### src/rtl/fetch_stage.sv
// Dual-issue instruction fetch stage: drives a synchronous two-word ROM and
// registers the returned pair for decode, with stall hold and redirect flush.

module fetch_slot #(
    parameter int DATA_W = 32
) (
    input  logic              clk,
    input  logic              rst_n,
    input  logic              load,
    input  logic              kill,
    input  logic [DATA_W-1:0] instr_d,
    input  logic              vld_d,
    output logic [DATA_W-1:0] instr_q,
    output logic              vld_q
);
    // Kill only drops the valid bit; the stale instruction word is kept.
    always_ff @(posedge clk or negedge rst_n) begin
        if (!rst_n) begin
            instr_q <= '0;
            vld_q   <= 1'b0;
        end else if (kill) begin
            vld_q   <= 1'b0;
        end else if (load) begin
            instr_q <= instr_d;
            vld_q   <= vld_d;
        end
    end
endmodule

module fetch_stage #(
    parameter int ADDR_W = 10,
    parameter int DATA_W = 32
) (
    input  logic              clk,
    input  logic              rst_n,
    input  logic              stall,
    input  logic              redirect,
    input  logic [ADDR_W-1:0] redirect_addr,
    output logic [ADDR_W-1:0] rom_addr,
    input  logic [DATA_W-1:0] rom_instr1,
    input  logic [DATA_W-1:0] rom_instr2,
    output logic [ADDR_W-1:0] if_pc,
    output logic [DATA_W-1:0] if_instr1,
    output logic [DATA_W-1:0] if_instr2,
    output logic              if_valid1,
    output logic              if_valid2,
    output logic [15:0]       fetch_count
);
    localparam int NUM_SLOTS = 2;
    localparam logic [ADDR_W-1:0] LAST_ADDR = '1;
    localparam logic [ADDR_W-1:0] WRAP_AT   = LAST_ADDR - ADDR_W'(1);

    logic [ADDR_W-1:0] pc, pc_f;
    logic              f_valid;
    logic              load;

    logic [NUM_SLOTS-1:0][DATA_W-1:0] rom_pair;
    logic [NUM_SLOTS-1:0][DATA_W-1:0] slot_instr;
    logic [NUM_SLOTS-1:0]             slot_vld_d;
    logic [NUM_SLOTS-1:0]             slot_vld_q;

    // Pairs never straddle the top of the address space: restart at 0.
    function automatic logic [ADDR_W-1:0] next_addr(input logic [ADDR_W-1:0] a);
        return (a >= WRAP_AT) ? '0 : a + ADDR_W'(2);
    endfunction

    assign load = !redirect && !stall;

    // Stall re-presents pc_f so the ROM keeps returning the in-flight pair.
    always_comb begin
        rom_addr = pc;
        if (redirect)
            rom_addr = redirect_addr;
        else if (stall)
            rom_addr = pc_f;
    end

    always_ff @(posedge clk or negedge rst_n) begin
        if (!rst_n) begin
            pc          <= '0;
            pc_f        <= '0;
            f_valid     <= 1'b0;
            if_pc       <= '0;
            fetch_count <= '0;
        end else if (redirect) begin
            pc_f    <= redirect_addr;
            f_valid <= 1'b1;
            pc      <= next_addr(redirect_addr);
        end else if (!stall) begin
            pc_f    <= pc;
            f_valid <= 1'b1;
            pc      <= next_addr(pc);
            if_pc   <= pc_f;
            if (f_valid)
                fetch_count <= fetch_count + 16'd1;
        end
    end

    assign rom_pair   = {rom_instr2, rom_instr1};
    assign slot_vld_d = {f_valid && (pc_f != LAST_ADDR), f_valid};

    generate
        for (genvar s = 0; s < NUM_SLOTS; s++) begin : g_slot
            fetch_slot #(.DATA_W(DATA_W)) u_slot (
                .clk     (clk),
                .rst_n   (rst_n),
                .load    (load),
                .kill    (redirect),
                .instr_d (rom_pair[s]),
                .vld_d   (slot_vld_d[s]),
                .instr_q (slot_instr[s]),
                .vld_q   (slot_vld_q[s])
            );
        end
    endgenerate

    assign if_instr1 = slot_instr[0];
    assign if_instr2 = slot_instr[1];
    assign if_valid1 = slot_vld_q[0];
    assign if_valid2 = slot_vld_q[1];
endmodule

### config.mk
export PLATFORM = sky130hd
export DESIGN_NAME = fetch_stage
export DESIGN_NICKNAME = d
export VERILOG_FILES = /design/src/rtl/fetch_stage.sv
export SDC_FILE = /design/constraint.sdc
export NUM_CORES = 1
export LEC_CHECK = 0
export BUFFER_PORTS_ARGS = -buffer_cell sky130_fd_sc_hd__buf_2
export CAP_MARGIN = 20
export CELL_PAD_IN_SITES_DETAIL_PLACEMENT = 1
export CELL_PAD_IN_SITES_GLOBAL_PLACEMENT = 2
export CORE_MARGIN = 3
export CORE_UTILIZATION = 28
export DETAILED_ROUTE_END_ITERATION = 16
export PLACE_DENSITY = 0.84
export SKIP_LAST_GASP = 1
export SYNTH_ARGS = -nofsm -noshare
export SYNTH_HDL_FRONTEND = slang
export SYNTH_SLANG_ARGS = --single-unit
### constraint.sdc
create_clock -name clk -period 1.8 [get_ports clk]
set_clock_uncertainty 0.1 [all_clocks]
set_input_delay 0.18 -clock clk [delete_from_list [all_inputs] [get_ports clk]]
set_output_delay 0.18 -clock clk [all_outputs]
set_load 0.005 [all_outputs]
==> results of run 1 <==
## final cells by class
cell class              count  area, um^2
flip-flops and latches    113        2830
multi-input cells         224        1830
inverters                   1        3.75
fillers                  1771        8930
clock inverters             5        52.6
clock buffers              25         505
repair buffers            265        1750
well taps                 216         270
## routing by layer
metal,track usage,vias to the layer above
li1,-,1796
met1,0.185,1850
met2,0.282,131
met3,0.0468,28
met4,0.0627,0
met5,0,-
## Yosys cell counts
cell type  number  area share
nand3_1        11       0.012
a21oi_1         4      0.0042
o311ai_0        1      0.0019
nand4_1         6      0.0080
mux2i_1        12       0.025
nor2b_1         3      0.0040
nand2_1        29       0.023
mux2_2         36       0.086
ha_1            3      0.0080
a22oi_1         3      0.0048
xnor2_1        12       0.022
or3b_1          1      0.0019
o21a_1          2      0.0032
nor4_1          2      0.0027
mux2_1         39       0.093
a31oi_1         1      0.0013
nand4bb_1       1      0.0024
dfrtp_1       113        0.60
nor3_1          4      0.0042
and4_1          3      0.0056
o31a_1          1      0.0019
nor2_1          7      0.0056
a32oi_1         1      0.0019
nor4_4          1      0.0045
and2_1          1      0.0013
o21ai_0         8      0.0085
buf_2           6      0.0064
o21ai_1         8      0.0085
o211ai_1        1      0.0016
nand2b_1        4      0.0053
clkbuf_1        9      0.0072
inv_2           1     0.00080
a31o_2          1      0.0019
xor2_1         11       0.020
and3_1          5      0.0066
a221oi_1        2      0.0037
## worst max-delay path, delay by kind of cell (launching register included)
| kind | cells | cell delay, ns |
|---|---|---|
| xor+xnor | 1 | 0.15 |
| flops | 1 | 0.33 |
| simple gates | 3 | 0.99 |
## cells by family after synthesis
group,after synthesis
AOI/OAI and AO/OA,33
xor gates and xnor gates,23
adders and majority gates,3
buffers and inverters,16
DFF,113
muxes,87
and+or+nand+nor,78
## placed cells by master, fill, tap and decap left out, drive strengths merged, types with 4 or more instances in the layout
| cell | netlist | layout |
|---|---|---|
| buf | 6 | 193 |
| dfrtp | 113 | 113 |
| mux2 | 75 | 75 |
| dlygate4sd3 | 0 | 72 |
| nand2 | 29 | 29 |
| clkbuf | 9 | 25 |
| o21ai | 16 | 16 |
| mux2i | 12 | 12 |
| xnor2 | 12 | 12 |
| xor2 | 11 | 11 |
| nand3 | 11 | 11 |
| nor2 | 7 | 7 |
| nand4 | 6 | 6 |
| and3 | 5 | 5 |
| a21oi | 4 | 4 |
| nand2b | 4 | 4 |
| nor3 | 4 | 4 |
## registers in the layout, summed over array words and instances (netlist names)
signal and count:
g_slot.u_slot.instr_q 64, g_slot.u_slot.vld_q 2, pc_f 10, fetch_count 16, if_pc 10, pc 10
f_valid 1
## what timing repair did
item | CTS | global route
hold buffers | 72 | 0
endpoints found under the hold margin | 186 | 0
setup endpoints to repair | 0 | 3
resized for setup | 0 | 2
## per-stage QoR
step	std cells	util
after floorplan	353	-
after CTS	849	0.447
after global placement	747	0.368
after detailed placement	747	0.368
after global routing	849	0.448
final	849	0.448
## where the power goes
group | switching (W) | internal, W | total [W]
sequential | 0.000259 | 0.00292 | 0.00318
combinational | 0.000624 | 0.000756 | 0.00138
clock | 0.00107 | 0.00205 | 0.00312
total | 0.00195 | 0.00573 | 0.00768
## final timing paths
| kind | start | endpoint | slack, ns | cells after the start |
|---|---|---|---|---|
| min | redirect_addr[6] | pc_f[6] | 0.03 | 3 |
| max | f_valid | fetch_count[11] | 0.11 | 4 |
| max reg2reg | f_valid | fetch_count[11] | 0.11 | 4 |
| min in group asynchronous | rst_n | g_slot[1].u_slot.instr_q[24] | 0.31 | 3 |
| max in group asynchronous | rst_n | if_pc[5] | 0.84 | 3 |
| min reg2reg | fetch_count[15] | fetch_count[15] | 0.37 | 1 |
==> impl_metrics.env, run 1 <==
export IMPL_outcome="completed"
export IMPL_post_cts_buffers=0
export IMPL_grt_ovfl_total=0
export IMPL_drt_wl_total_um=14300
export IMPL_hpwl_um=9580
export IMPL_ys_warn_count=0
export IMPL_antenna_left=0
export IMPL_powerDensity_nw_per_um2=1060
export IMPL_drc=0
export IMPL_worstPathMaxFanout=4
export IMPL_grt_max_degree=114
export IMPL_num_rows=46
export IMPL_drive_gt1_frac=0.414
export IMPL_die_h_um=136
export IMPL_post_route_min_period_ns=1.69
export IMPL_cp_data_arrival_time_ns=1.87
export IMPL_rsz0062_at_grt="yes"
export IMPL_syn_avg_cell_area_um2=13.3
export IMPL_ios=180
export IMPL_required_ns=1.98
export IMPL_syn_instance_count=353
export IMPL_grt_pass1_vias=4306
export IMPL_grt_total_usage=0.161
export IMPL_synthXorXnorAreaFrac=0.0428
export IMPL_post_drt_wl_per_cell_um=16.8
export IMPL_die_x_um=136
export IMPL_worst_slew_pin_slew_ns=0.604
export IMPL_gp_congestion=0.769
export IMPL_whs_ns=0.0312
export IMPL_top_layer="met4"
export IMPL_cts_tree="built"
export IMPL_fin_nets=703
export IMPL_max_slew_margin=0.597
export IMPL_ys_ff_latch=113
export IMPL_io_buffers=179
export IMPL_firstDrtPassIters=4
export IMPL_seq_area_frac_synth=0.600
export IMPL_dpl_worst_slack_ns=0.0828
export IMPL_setup_violations=0
export IMPL_clockBufferDepth=2
export IMPL_fmax_mhz=592
export IMPL_syn_num_nets=434
export IMPL_synth_top_family_by_area="multiplexers"
export IMPL_cts_sinks=113
export IMPL_dieArea_um2=18400
export IMPL_clockRootBuffer="clkbuf_16"
export IMPL_p_total_w=0.00768
export IMPL_crit_path_end_kind="register"
export IMPL_fin_ws_ns=0.110
export IMPL_antenna_found_initial=0
export IMPL_hold_viol_final=0
export IMPL_cp_cell_sequence="or3b_1, nor4_4, nand3_1, xnor2_1"
export IMPL_clk_latency_ns=0.40
export IMPL_grt_first_pass_wirelength_um=23200
export IMPL_wl_met1_um=5750
export IMPL_numCtsBuffers=17
export IMPL_start_kind="register"
export IMPL_path_clk_slew_ns=0.05
export IMPL_synth_compound_area_frac=0.0433
export IMPL_synth_cell_area_um2=4710
export IMPL_peakVddDrop_mv=0.598
export IMPL_cap_violations=0
export IMPL_slew_violations=0
export IMPL_yosys_area_share_simple=0.0868
export IMPL_leakagePower_nw=3.44
export IMPL_synth_cell_type_count=36
export IMPL_core_um2=16200
export IMPL_vias=3805
export IMPL_fin_crit_sh=0.939
export IMPL_fin_tns_setup_ns=0
export IMPL_area_growth_pct=53.7
export IMPL_synth_mux_area_frac=0.205
export IMPL_path_class="register to register"
export IMPL_finish_instance_area_um2=7240
export IMPL_place_area_um2=5950
export IMPL_slowest_delay_ns=0.41
export IMPL_diodes=0
export IMPL_met3_length_um=812
export IMPL_crit_path_top_delay_cell="or3b_1"
export IMPL_drt_iter0_markers=123
export IMPL_htreeDepth=4
export IMPL_hp_class="input port to register"
export IMPL_start_util=0.291
export IMPL_vias_per_cell=4.48
export IMPL_synth_fa_ha_area_frac=0.00797
export IMPL_met2_length_um=7390
No activity file was read; power rests on OpenSTA's default activity.
==> run 2, diff against run 1 <==
--- a/config.mk
+++ b/config.mk
@@ -13,6 +13,7 @@
 export CORE_UTILIZATION = 28
 export DETAILED_ROUTE_END_ITERATION = 16
 export PLACE_DENSITY = 0.84
+export REMOVE_ABC_BUFFERS = 1
 export SKIP_LAST_GASP = 1
 export SYNTH_ARGS = -nofsm -noshare
 export SYNTH_HDL_FRONTEND = slang
==> run 2 against run 1 <==
  * Clock-buffer cell count fell by 4
  * Total power up 6.4%
  * Die area stayed put
  * Global-route usage barely moved
  * Register-to-register slack better by 0.03 ns
  * Routed wire length increased by 0.28%
  * Maximum frequency up 2.1%
  * Sequential share of layout area shrank 0.58 points
  * Critical path type unchanged
  * Via count rose by 1.5%
  * Worst hold slack got worse by 0.0082 ns
==> impl_metrics.env, run 2 (synthesis gave the netlist of run 1 again) <==
export IMPL_hpwl_um=9680
export IMPL_gp_congestion=0.776
export IMPL_start_kind="register"
export IMPL_crit_path_end_kind="register"
export IMPL_numCtsBuffers=17
export IMPL_drc=0
export IMPL_vias=3863
export IMPL_grt_first_pass_wirelength_um=23100
export IMPL_dieArea_um2=18400
export IMPL_num_rows=46
export IMPL_cap_violations=0
export IMPL_grt_max_degree=58
export IMPL_core_um2=16200
export IMPL_firstDrtPassIters=4
export IMPL_start_util=0.291
export IMPL_drt_iter0_markers=105
export IMPL_mostFrequentLayoutCell="buf_2"
export IMPL_setup_worst_path_start="f_valid"
export IMPL_die_x_um=136
export IMPL_clk_latency_ns=0.41
export IMPL_setup_violations=0
export IMPL_cts_tree="built"
export IMPL_worstSetupEndpoint="fetch_count[15]"
export IMPL_clockBufferDepth=2
export IMPL_layout_common_cells="buf_2 (178), dfrtp_1 (113), dlygate4sd3_1 (72), mux2_1 (39), mux2_2 (36)"
export IMPL_area_growth_pct=56.0
export IMPL_cp_data_arrival_time_ns=1.85
export IMPL_post_route_min_period_ns=1.66
export IMPL_fin_util=0.455
export IMPL_worst_slew_pin_slew_ns=0.564
export IMPL_final_cells=851
export IMPL_vias_per_cell=4.54
export IMPL_fin_ws_ns=0.144
export IMPL_hp_class="input port to register"
export IMPL_reg2regPathDepth=4
export IMPL_hold_viol_final=0
export IMPL_slew_violations=0
export IMPL_place_area_um2=5980
export IMPL_timing_rr_start="f_valid"
export IMPL_grt_pass1_vias=4264
export IMPL_drt_wl_total_um=14300
export IMPL_max_slew_margin=0.622
export IMPL_dpl_worst_slack_ns=0.0689
export IMPL_dp_cells=746
export IMPL_register_area_um2=2830
export IMPL_largest_reg_flops=64
export IMPL_antenna_found_initial=0
export IMPL_largest_register="g_slot.u_slot.instr_q"
export IMPL_leakagePower_nw=3.48
export IMPL_die_h_um=136
export IMPL_rsz0062_at_grt="no"
export IMPL_io_buffers=179
export IMPL_largestRegisters="g_slot.u_slot.instr_q (64), fetch_count (16)"
export IMPL_whs_ns=0.0231
export IMPL_ios=180
export IMPL_peakVddDrop_mv=0.671
export IMPL_cts_sinks=113
export IMPL_powerDensity_nw_per_um2=1110
export IMPL_drive_gt1_frac=0.413
export IMPL_fin_nets=702
export IMPL_clockRootBuffer="clkbuf_16"
export IMPL_required_ns=1.99
export IMPL_outcome="completed"
export IMPL_path_class="register to register"
export IMPL_finish_instance_area_um2=7350
export IMPL_rrSetupSlack_ns=0.14
export IMPL_fin_crit_sh=0.920
export IMPL_post_cts_buffers=0
export IMPL_fmax_mhz=604
export IMPL_path_clk_slew_ns=0.06
export IMPL_grt_ovfl_total=0
export IMPL_htreeDepth=4
export IMPL_fillers=1728
export IMPL_antenna_left=0
export IMPL_multi_input_area_um2=1830
export IMPL_grt_total_usage=0.161
export IMPL_r2r_end="fetch_count[15]"
export IMPL_post_drt_wl_per_cell_um=16.8
export IMPL_worstPathMaxFanout=4
==> run 2: cell types whose count changed in the layout (fill, tap and decap cells not counted) <==
cell,change
clkinvlp_4,+1
nor4_1,+1
diode_2,+1
nor2b_2,-1
clkbuf_8,-4
nor2b_4,+1
clkinv_2,+1
bufinv_16,+4
buf_4,-4
nor4_2,-1
buf_12,+3
==> run 2: metrics by stage <==
step	total power (W)	TNS [ns]
2_1_floorplan	0.00370	-171.73
3_3_place_gp	0.00440	0
3_5_place_dp	0.00448	0
4_1_cts	0.00828	0
5_1_grt	0.00859	0
6_report	0.00818	0
==> run 2: worst min-delay path by stage <==
stage	slack, ns	to	cells after the start	start
floorplan	-0.22	f_valid	0	rst_n
global placement	0.11	g_slot[1].u_slot.instr_q[0]	2	rst_n
detailed placement	0.11	g_slot[0].u_slot.instr_q[12]	2	rst_n
CTS	0.005	pc_f[6]	3	redirect_addr[6]
global route	0.04	pc_f[6]	3	redirect_addr[6]
finish	0.02	pc_f[6]	3	redirect_addr[6]
==> run 2: area by class of cell <==
cell class / instances / area share
antenna: 1 / 0.000340
clock inverter: 11 / 0.0252
sequential: 113 / 0.385
inverter: 1 / 0.000511
multi-input combinational: 224 / 0.249
timing repair buffer: 264 / 0.242
clock buffer: 21 / 0.0613
tap: 216 / 0.0368
==> run 2: repair_timing <==
action | CTS | global route
endpoints found under the hold margin | 185 | 0
endpoints found under the setup margin | 1 | 3
hold buffers | 72 | 0
pin swaps | 0 | 1
resized for setup | 1 | 1
==> run 2: worst max-delay path, cell delays in order, from the launching register on <==
cell and delay [ns]:
dfrtp_1 0.34, or3b_1 0.42, nor4_4 0.38, nand4_1 0.16, xnor2_1 0.14
==> run 2: metal layers <==
layer  part of all wire  vias up  GRT usage
li1                   -     1802          -
met2               0.50      134      0.281
met4              0.015        0     0.0532
met3              0.069       21     0.0487
met1               0.41     1906      0.189
met5                  0        -          0
==> run 2: report_power, final <==
group | internal [W] | switching (W) | leakage (nW)
registers | 0.00292 | 0.000268 | 1.36
logic | 0.000764 | 0.000609 | 1.81
clock network | 0.00248 | 0.00114 | 0.307
